**src/rtl/bf_fetch_if.sv**
```systemverilog
// Fetch-unit bus: program ROM port plus the instruction handshake to the
// execute stage and the sticky status flags. master = fetch unit side.
interface bf_fetch_if #(
    parameter int ADDR_WIDTH = 4
) ();
    logic [ADDR_WIDTH-1:0] romAddr;
    logic [7:0]            romData;
    logic [7:0]            instr;
    logic                  instrValid;
    logic                  instrReady;
    logic                  cellZero;
    logic                  halted;
    logic                  error;

    modport master (
        output romAddr,
        input  romData,
        output instr,
        output instrValid,
        input  instrReady,
        input  cellZero,
        output halted,
        output error
    );

    modport slave (
        input  romAddr,
        output romData,
        input  instr,
        output instrValid,
        output instrReady,
        output cellZero,
        input  halted,
        input  error
    );
endinterface

```
**src/rtl/bf_fetch_unit.sv**
```systemverilog
// Brainfuck instruction fetch / jump unit.
// Fetches bytes from a registered-output program ROM, presents them over a
// valid/ready handshake and resolves '[' / ']' jumps by scanning the ROM
// with a nesting-depth counter.
// Optional build macro BF_FETCH_COMMENT_SKIP_EN: non-command bytes are
// skipped in the fetch path instead of being presented to the core.
module bf_fetch_unit #(
    parameter int ADDR_WIDTH  = 4,
    parameter int DEPTH_WIDTH = 8
) (
    input  logic        clk,
    input  logic        reset,
    bf_fetch_if.master  bus
);
    typedef enum logic [2:0] {
        ISSUE,
        WAIT,
        VALID,
        SCAN_ISSUE,
        SCAN_WAIT,
        HALT,
        ERROR
    } state_t;

    localparam logic [7:0]             OPEN_BR   = 8'h5B;
    localparam logic [7:0]             CLOSE_BR  = 8'h5D;
    localparam logic [ADDR_WIDTH-1:0]  PC_MAX    = '1;
    localparam logic [ADDR_WIDTH-1:0]  PC_ZERO   = '0;
    localparam logic [ADDR_WIDTH-1:0]  PC_ONE    = ADDR_WIDTH'(1);
    localparam logic [DEPTH_WIDTH-1:0] DEPTH_MAX = '1;
    localparam logic [DEPTH_WIDTH-1:0] DEPTH_ONE = DEPTH_WIDTH'(1);

    state_t                 state_reg, state_next;
    logic [ADDR_WIDTH-1:0]  pc_reg, pc_next;
    logic [DEPTH_WIDTH-1:0] depth_reg, depth_next;
    logic                   fwd_reg, fwd_next;
    logic [7:0]             instr_reg, instr_next;

    logic accept;
    logic scan_inc;
    logic scan_dec;

    assign accept = (state_reg == VALID) && bus.instrReady;

    // During a scan, the bracket that opens a nesting level depends on direction
    assign scan_inc = fwd_reg ? (bus.romData == OPEN_BR)  : (bus.romData == CLOSE_BR);
    assign scan_dec = fwd_reg ? (bus.romData == CLOSE_BR) : (bus.romData == OPEN_BR);

`ifdef BF_FETCH_COMMENT_SKIP_EN
    logic is_cmd;
    // Recognise the eight brainfuck command characters
    always_comb begin
        case (bus.romData)
            8'h2B, 8'h2D, 8'h3C, 8'h3E, 8'h2E, 8'h2C, 8'h5B, 8'h5D: is_cmd = 1'b1;
            default:                                                is_cmd = 1'b0;
        endcase
    end
`endif

    // State and datapath registers
    always_ff @(posedge clk) begin
        if (reset) begin
            state_reg <= ISSUE;
            pc_reg    <= '0;
            depth_reg <= '0;
            fwd_reg   <= 1'b0;
            instr_reg <= 8'h00;
        end else begin
            state_reg <= state_next;
            pc_reg    <= pc_next;
            depth_reg <= depth_next;
            fwd_reg   <= fwd_next;
            instr_reg <= instr_next;
        end
    end

    // Next-state logic: fetch, handshake, bracket scan and terminal states
    always_comb begin
        state_next = state_reg;
        pc_next    = pc_reg;
        depth_next = depth_reg;
        fwd_next   = fwd_reg;
        instr_next = instr_reg;

        case (state_reg)
            ISSUE: begin
                state_next = WAIT;
            end

            WAIT: begin
                if (bus.romData == 8'h00) begin
                    state_next = HALT;
`ifdef BF_FETCH_COMMENT_SKIP_EN
                end else if (!is_cmd) begin
                    if (pc_reg == PC_MAX) begin
                        state_next = HALT;
                    end else begin
                        pc_next    = pc_reg + PC_ONE;
                        state_next = ISSUE;
                    end
`endif
                end else begin
                    instr_next = bus.romData;
                    state_next = VALID;
                end
            end

            VALID: begin
                if (accept) begin
                    if (instr_reg == OPEN_BR && bus.cellZero) begin
                        // Nothing lies beyond the last address to match against
                        if (pc_reg == PC_MAX) begin
                            state_next = ERROR;
                        end else begin
                            depth_next = DEPTH_ONE;
                            fwd_next   = 1'b1;
                            pc_next    = pc_reg + PC_ONE;
                            state_next = SCAN_ISSUE;
                        end
                    end else if (instr_reg == CLOSE_BR && !bus.cellZero) begin
                        if (pc_reg == PC_ZERO) begin
                            state_next = ERROR;
                        end else begin
                            depth_next = DEPTH_ONE;
                            fwd_next   = 1'b0;
                            pc_next    = pc_reg - PC_ONE;
                            state_next = SCAN_ISSUE;
                        end
                    end else if (pc_reg == PC_MAX) begin
                        state_next = HALT;
                    end else begin
                        pc_next    = pc_reg + PC_ONE;
                        state_next = ISSUE;
                    end
                end
            end

            SCAN_ISSUE: begin
                state_next = SCAN_WAIT;
            end

            SCAN_WAIT: begin
                if (bus.romData == 8'h00) begin
                    state_next = ERROR;
                end else if (scan_inc && depth_reg == DEPTH_MAX) begin
                    state_next = ERROR;
                end else if (scan_dec && depth_reg == DEPTH_ONE) begin
                    // Match found: resume just past the matching bracket
                    depth_next = '0;
                    if (pc_reg == PC_MAX) begin
                        state_next = HALT;
                    end else begin
                        pc_next    = pc_reg + PC_ONE;
                        state_next = ISSUE;
                    end
                end else begin
                    if (scan_inc) begin
                        depth_next = depth_reg + DEPTH_ONE;
                    end else if (scan_dec) begin
                        depth_next = depth_reg - DEPTH_ONE;
                    end
                    if (fwd_reg) begin
                        if (pc_reg == PC_MAX) begin
                            state_next = ERROR;
                        end else begin
                            pc_next    = pc_reg + PC_ONE;
                            state_next = SCAN_ISSUE;
                        end
                    end else begin
                        if (pc_reg == PC_ZERO) begin
                            state_next = ERROR;
                        end else begin
                            pc_next    = pc_reg - PC_ONE;
                            state_next = SCAN_ISSUE;
                        end
                    end
                end
            end

            HALT: begin
                state_next = HALT;
            end

            ERROR: begin
                state_next = ERROR;
            end

            default: begin
                state_next = ERROR;
            end
        endcase
    end

    assign bus.romAddr    = pc_reg;
    assign bus.instr      = instr_reg;
    assign bus.instrValid = (state_reg == VALID);
    assign bus.halted     = (state_reg == HALT);
    assign bus.error      = (state_reg == ERROR);

endmodule

```
**src/flat_wrapper.sv**
```systemverilog
// flat-port wrapper written by rule: the top's interface ports become plain ports
module bf_fetch_unit_flat 
#(
    parameter int ADDR_WIDTH  = 4,
    parameter int DEPTH_WIDTH = 8
)
  (clk, reset, bus_romAddr, bus_romData, bus_instr, bus_instrValid, bus_instrReady, bus_cellZero, bus_halted, bus_error);
  bf_fetch_if #(.ADDR_WIDTH(ADDR_WIDTH)) bus_i ();
  input  logic clk;
  input  logic reset;
  output wire logic [$bits(bus_i.romAddr)-1:0] bus_romAddr;
  input wire logic [$bits(bus_i.romData)-1:0] bus_romData;
  output wire logic [$bits(bus_i.instr)-1:0] bus_instr;
  output wire logic [$bits(bus_i.instrValid)-1:0] bus_instrValid;
  input wire logic [$bits(bus_i.instrReady)-1:0] bus_instrReady;
  input wire logic [$bits(bus_i.cellZero)-1:0] bus_cellZero;
  output wire logic [$bits(bus_i.halted)-1:0] bus_halted;
  output wire logic [$bits(bus_i.error)-1:0] bus_error;
  assign bus_romAddr = bus_i.romAddr;
  assign bus_i.romData = bus_romData;
  assign bus_instr = bus_i.instr;
  assign bus_instrValid = bus_i.instrValid;
  assign bus_i.instrReady = bus_instrReady;
  assign bus_i.cellZero = bus_cellZero;
  assign bus_halted = bus_i.halted;
  assign bus_error = bus_i.error;
  bf_fetch_unit #(.ADDR_WIDTH(ADDR_WIDTH), .DEPTH_WIDTH(DEPTH_WIDTH)) u_core (.clk(clk), .reset(reset), .bus(bus_i));
endmodule
```
**config.mk**
```make
export PLATFORM = sky130hd
export DESIGN_NAME = bf_fetch_unit_flat
export DESIGN_NICKNAME = d
export VERILOG_FILES = /design/src/rtl/bf_fetch_if.sv /design/src/rtl/bf_fetch_unit.sv /design/src/flat_wrapper.sv
export SDC_FILE = /design/constraint.sdc
export NUM_CORES = 1
export LEC_CHECK = 0
export BUFFER_PORTS_ARGS = -buffer_cell sky130_fd_sc_hd__buf_2
export CAP_MARGIN = 20
export CORE_MARGIN = 5
export CORE_UTILIZATION = 45
export CTS_CLUSTER_SIZE = 12
export DETAILED_ROUTE_END_ITERATION = 16
export GPL_TIMING_DRIVEN = 0
export MAX_ROUTING_LAYER = met4
export PLACE_DENSITY = 0.65
export SLEW_MARGIN = 15
export SYNTH_ARGS = -nofsm -noshare
export SYNTH_HDL_FRONTEND = slang
export SYNTH_SLANG_ARGS = --single-unit
export TNS_END_PERCENT = 10
```
**constraint.sdc**
```tcl
create_clock -name clk -period 5.9 [get_ports clk]
set_input_delay 0.59 -clock clk [delete_from_list [all_inputs] [get_ports clk]]
set_output_delay 0.59 -clock clk [all_outputs]
set_load 0.01 [all_outputs]
```
==> results_dict.tcl <==
set metrics [dict create \
    outcome "finished clean" \
    crit_chain "inv_1 > ha_1 > or3b_2 > a2bb2oi_1 > o31ai_1 > nand4_2 > or4_1 > o31ai_2" \
    synth_area_um2 1910 \
    rsz0062_at_grt "false" \
    muxShareOfSynthArea 0.0654 \
    yosysTopAreaCell "dfxtp_1" \
    p_leak_nw 0.802 \
    cp.arrival_ns 2.82 \
    nNetsFinal 282 \
    max_slew_margin 0.370 \
    synth_compound_area_frac 0.251 \
    firstDrtPassIters 4 \
    pin_count 27 \
    required_ns 6.09 \
    gp_congestion 0.848 \
    rows 23 \
    n_antenna_cell 0 \
    ys_types 64 \
    syn2layout_area_growth_pct 13.0 \
    start_util 0.471 \
    die_x_um 75.2 \
    yosys.area_share.simple 0.340 \
    cts_resized 0 \
    vias_per_cell 5.82 \
    synth-edff-count 0 \
    antenna_found_initial 0 \
    grt_pass1_wl_mm 7.68 \
    worst_setup_path_end_kind "register" \
    clkPwrFrac 0.261 \
    crit_fanout 8 \
    path_class "reg -> reg" \
    yosysSeqAreaShare 0.251 \
    cts_buffers 3 \
    setup_violations 0 \
    reg2reg_slack_ns 3.27 \
    drv_cap 0 \
    placed_cell_area_um2 2100 \
    p_sw_uw 157 \
    grt_max_degree 14 \
    setup_tns_ns 0 \
    synthCells 234 \
    die_area_um2 5650 \
    hold_violations 0 \
    worst_slew_pin_slew_ns 0.937 \
    powerDensity_nw_per_um2 209 \
    drc 0 \
    htreeDepth 1 \
    timing.final.crit_share 0.445 \
    postRouteAntennaNets 0 \
    synth_top_family_by_area "simple AND/OR/NAND/NOR gates" \
    clockBufferDepth 2 \
    avgSynthCellArea_um2 8.17 \
    dpl.hpwl_mm 3.52 \
    combPwrFrac 0.328 \
    cts_setup_buffers 0 \
    most-common-layout-cells "30 x buf_2, 24 x nor2_1, 24 x dfxtp_1" \
    finalCriticalPeriod_ns 2.63 \
    hold_path_class "reg -> reg" \
    synthArstFlopShare 0 \
    route.final.wire_length_mm 4.75 \
    pwr-share-seq 0.411 \
    vias 1828 \
    ys_ff_latch 24 \
    power_switching_share 0.347 \
    ys.warnings.count 0 \
    fillers 396 \
    root_buffer "clkbuf_8" \
    yosys.area_share.adder 0.0327 \
    core_um2 4060 \
    cp_slowest_cell "or4_1" \
    gr-total-overflow 0 \
    drtIter0Drc 123 \
    ctsHoldBuffers 0 \
    cts_sinks 24 \
    slowest_delay_ns 0.53 \
    wl_per_cell_um 15.1 \
    layout-drive-gt1-share 0.246 \
    cts_tree "done" \
    syn_nets 251 \
    layout_commonest_cell "buf_2" \
    crit_path_start_kind "register" \
    ys.flop_type "dfxtp_1" \
    finClkSkew_ns 0.00370 \
    internal_power_uw 295 \
    synth-xor-area-share 0.00458 \
    yosys-top-cells-area "dfxtp_1 25%, a21oi_1 5.5%, nor2_1 4.7%" \
    clk_pin_slew_ns 0.09 \
    track_usage 0.181 \
    portBuffers 26 \
    synthDominantCellAreaShare 0.251 \
    die_h_um 75.2 \
    fmax_mhz 381 \
    irDropWorstVdd_mv 0.108 \
    stdcell_area_um2 2160 \
    grt_pass1_vias 1630 \
    slew_violations 0 \
    clock_latency_ns 0.27 \
]
[synthesized netlist by cell type (all sizes together), types with 2 or more instances]
| cell type | count |
|---|---|
| a2bb2oi | 2 |
| nand3b | 3 |
| o211ai | 4 |
| a211oi | 3 |
| nor2b | 4 |
| or4 | 7 |
| o31ai | 4 |
| inv | 7 |
| mux2 | 4 |
| dfxtp | 24 |
| nand4 | 3 |
| a221oi | 3 |
| or2 | 2 |
| and4b | 2 |
| mux2i | 8 |
| nand2b | 6 |
| nor3 | 6 |
| clkbuf | 2 |
| or3b | 3 |
| a21oi | 25 |
| or3 | 3 |
| nor2 | 25 |
| ha | 5 |
| and3 | 3 |
| nor3b | 8 |
| a22oi | 2 |
| o21ai | 12 |
| a31oi | 3 |
| and4 | 2 |
| nand2 | 23 |
| buf | 8 |
| nand3 | 5 |
[metal layers]
metal,part of all wire,track usage
met3,0.050,0.0280
met5,0,-
met4,0.0091,0.0485
met1,0.50,0.252
met2,0.44,0.272
[layout make-up]
cell class / count / area [um^2] / share of cell area
buffer: 11 / 77.6 / 0.0359
clock buffer: 4 / 55.1 / 0.0255
multi-input combinational: 192 / 1330 / 0.615
timing repair buffer: 26 / 130 / 0.0603
tap: 50 / 62.6 / 0.0290
inverter: 7 / 26.3 / 0.0122
sequential: 24 / 480 / 0.222
[metrics by stage]
| step | util | power (mW) | hold slack, ns | worst slack [ns] | std cells |
|---|---|---|---|---|---|
| final | 0.532 | 0.452 | 0.478 | 3.27 | 314 |
| after global routing | 0.532 | 0.479 | 0.503 | 3.10 | 314 |
| after CTS | 0.532 | 0.453 | 0.483 | 3.28 | 314 |
| after detailed placement | 0.519 | 0.337 | 0.468 | 3.30 | 310 |
| after global placement | 0.519 | 0.335 | 0.458 | 3.33 | 310 |
| after floorplan | - | 0.296 | 0.463 | 3.58 | 234 |
[cells by family after synthesis]
logic type,Yosys count
xor+xnor,1
simple gates,108
buf+inv,18
compound gates,66
fa+ha+maj,5
mux,12
flops,24
[worst paths after layout]
path	startpoint	end	depth (start not counted)
max	u_core.bus.romAddr[1]	u_core.depth_reg[2]	8
min	u_core.bus.instr[5]	u_core.bus.instr[5]	2
max reg2reg	u_core.bus.romAddr[1]	u_core.depth_reg[2]	8
min reg2reg	u_core.bus.instr[5]	u_core.bus.instr[5]	2
[worst max-delay path: cells and delay by family (launching register included)]
kind	cells	cell delay [ns]
AOI/OAI and AO/OA	3	0.66
buffers and inverters	1	0.11
DFF	1	0.48
adders and majority gates	1	0.25
and+or+nand+nor	3	1.05
[power by group through the flow]
stage               Sequential [mW]  Clock (mW)  Combinational, mW
floorplan                     0.193           0              0.104
global placement              0.189           0              0.146
detailed placement            0.190           0              0.148
CTS                           0.186       0.119              0.148
global route                  0.188       0.127              0.164
finish                        0.186       0.118              0.148
No activity file was read; power rests on OpenSTA's default activity.
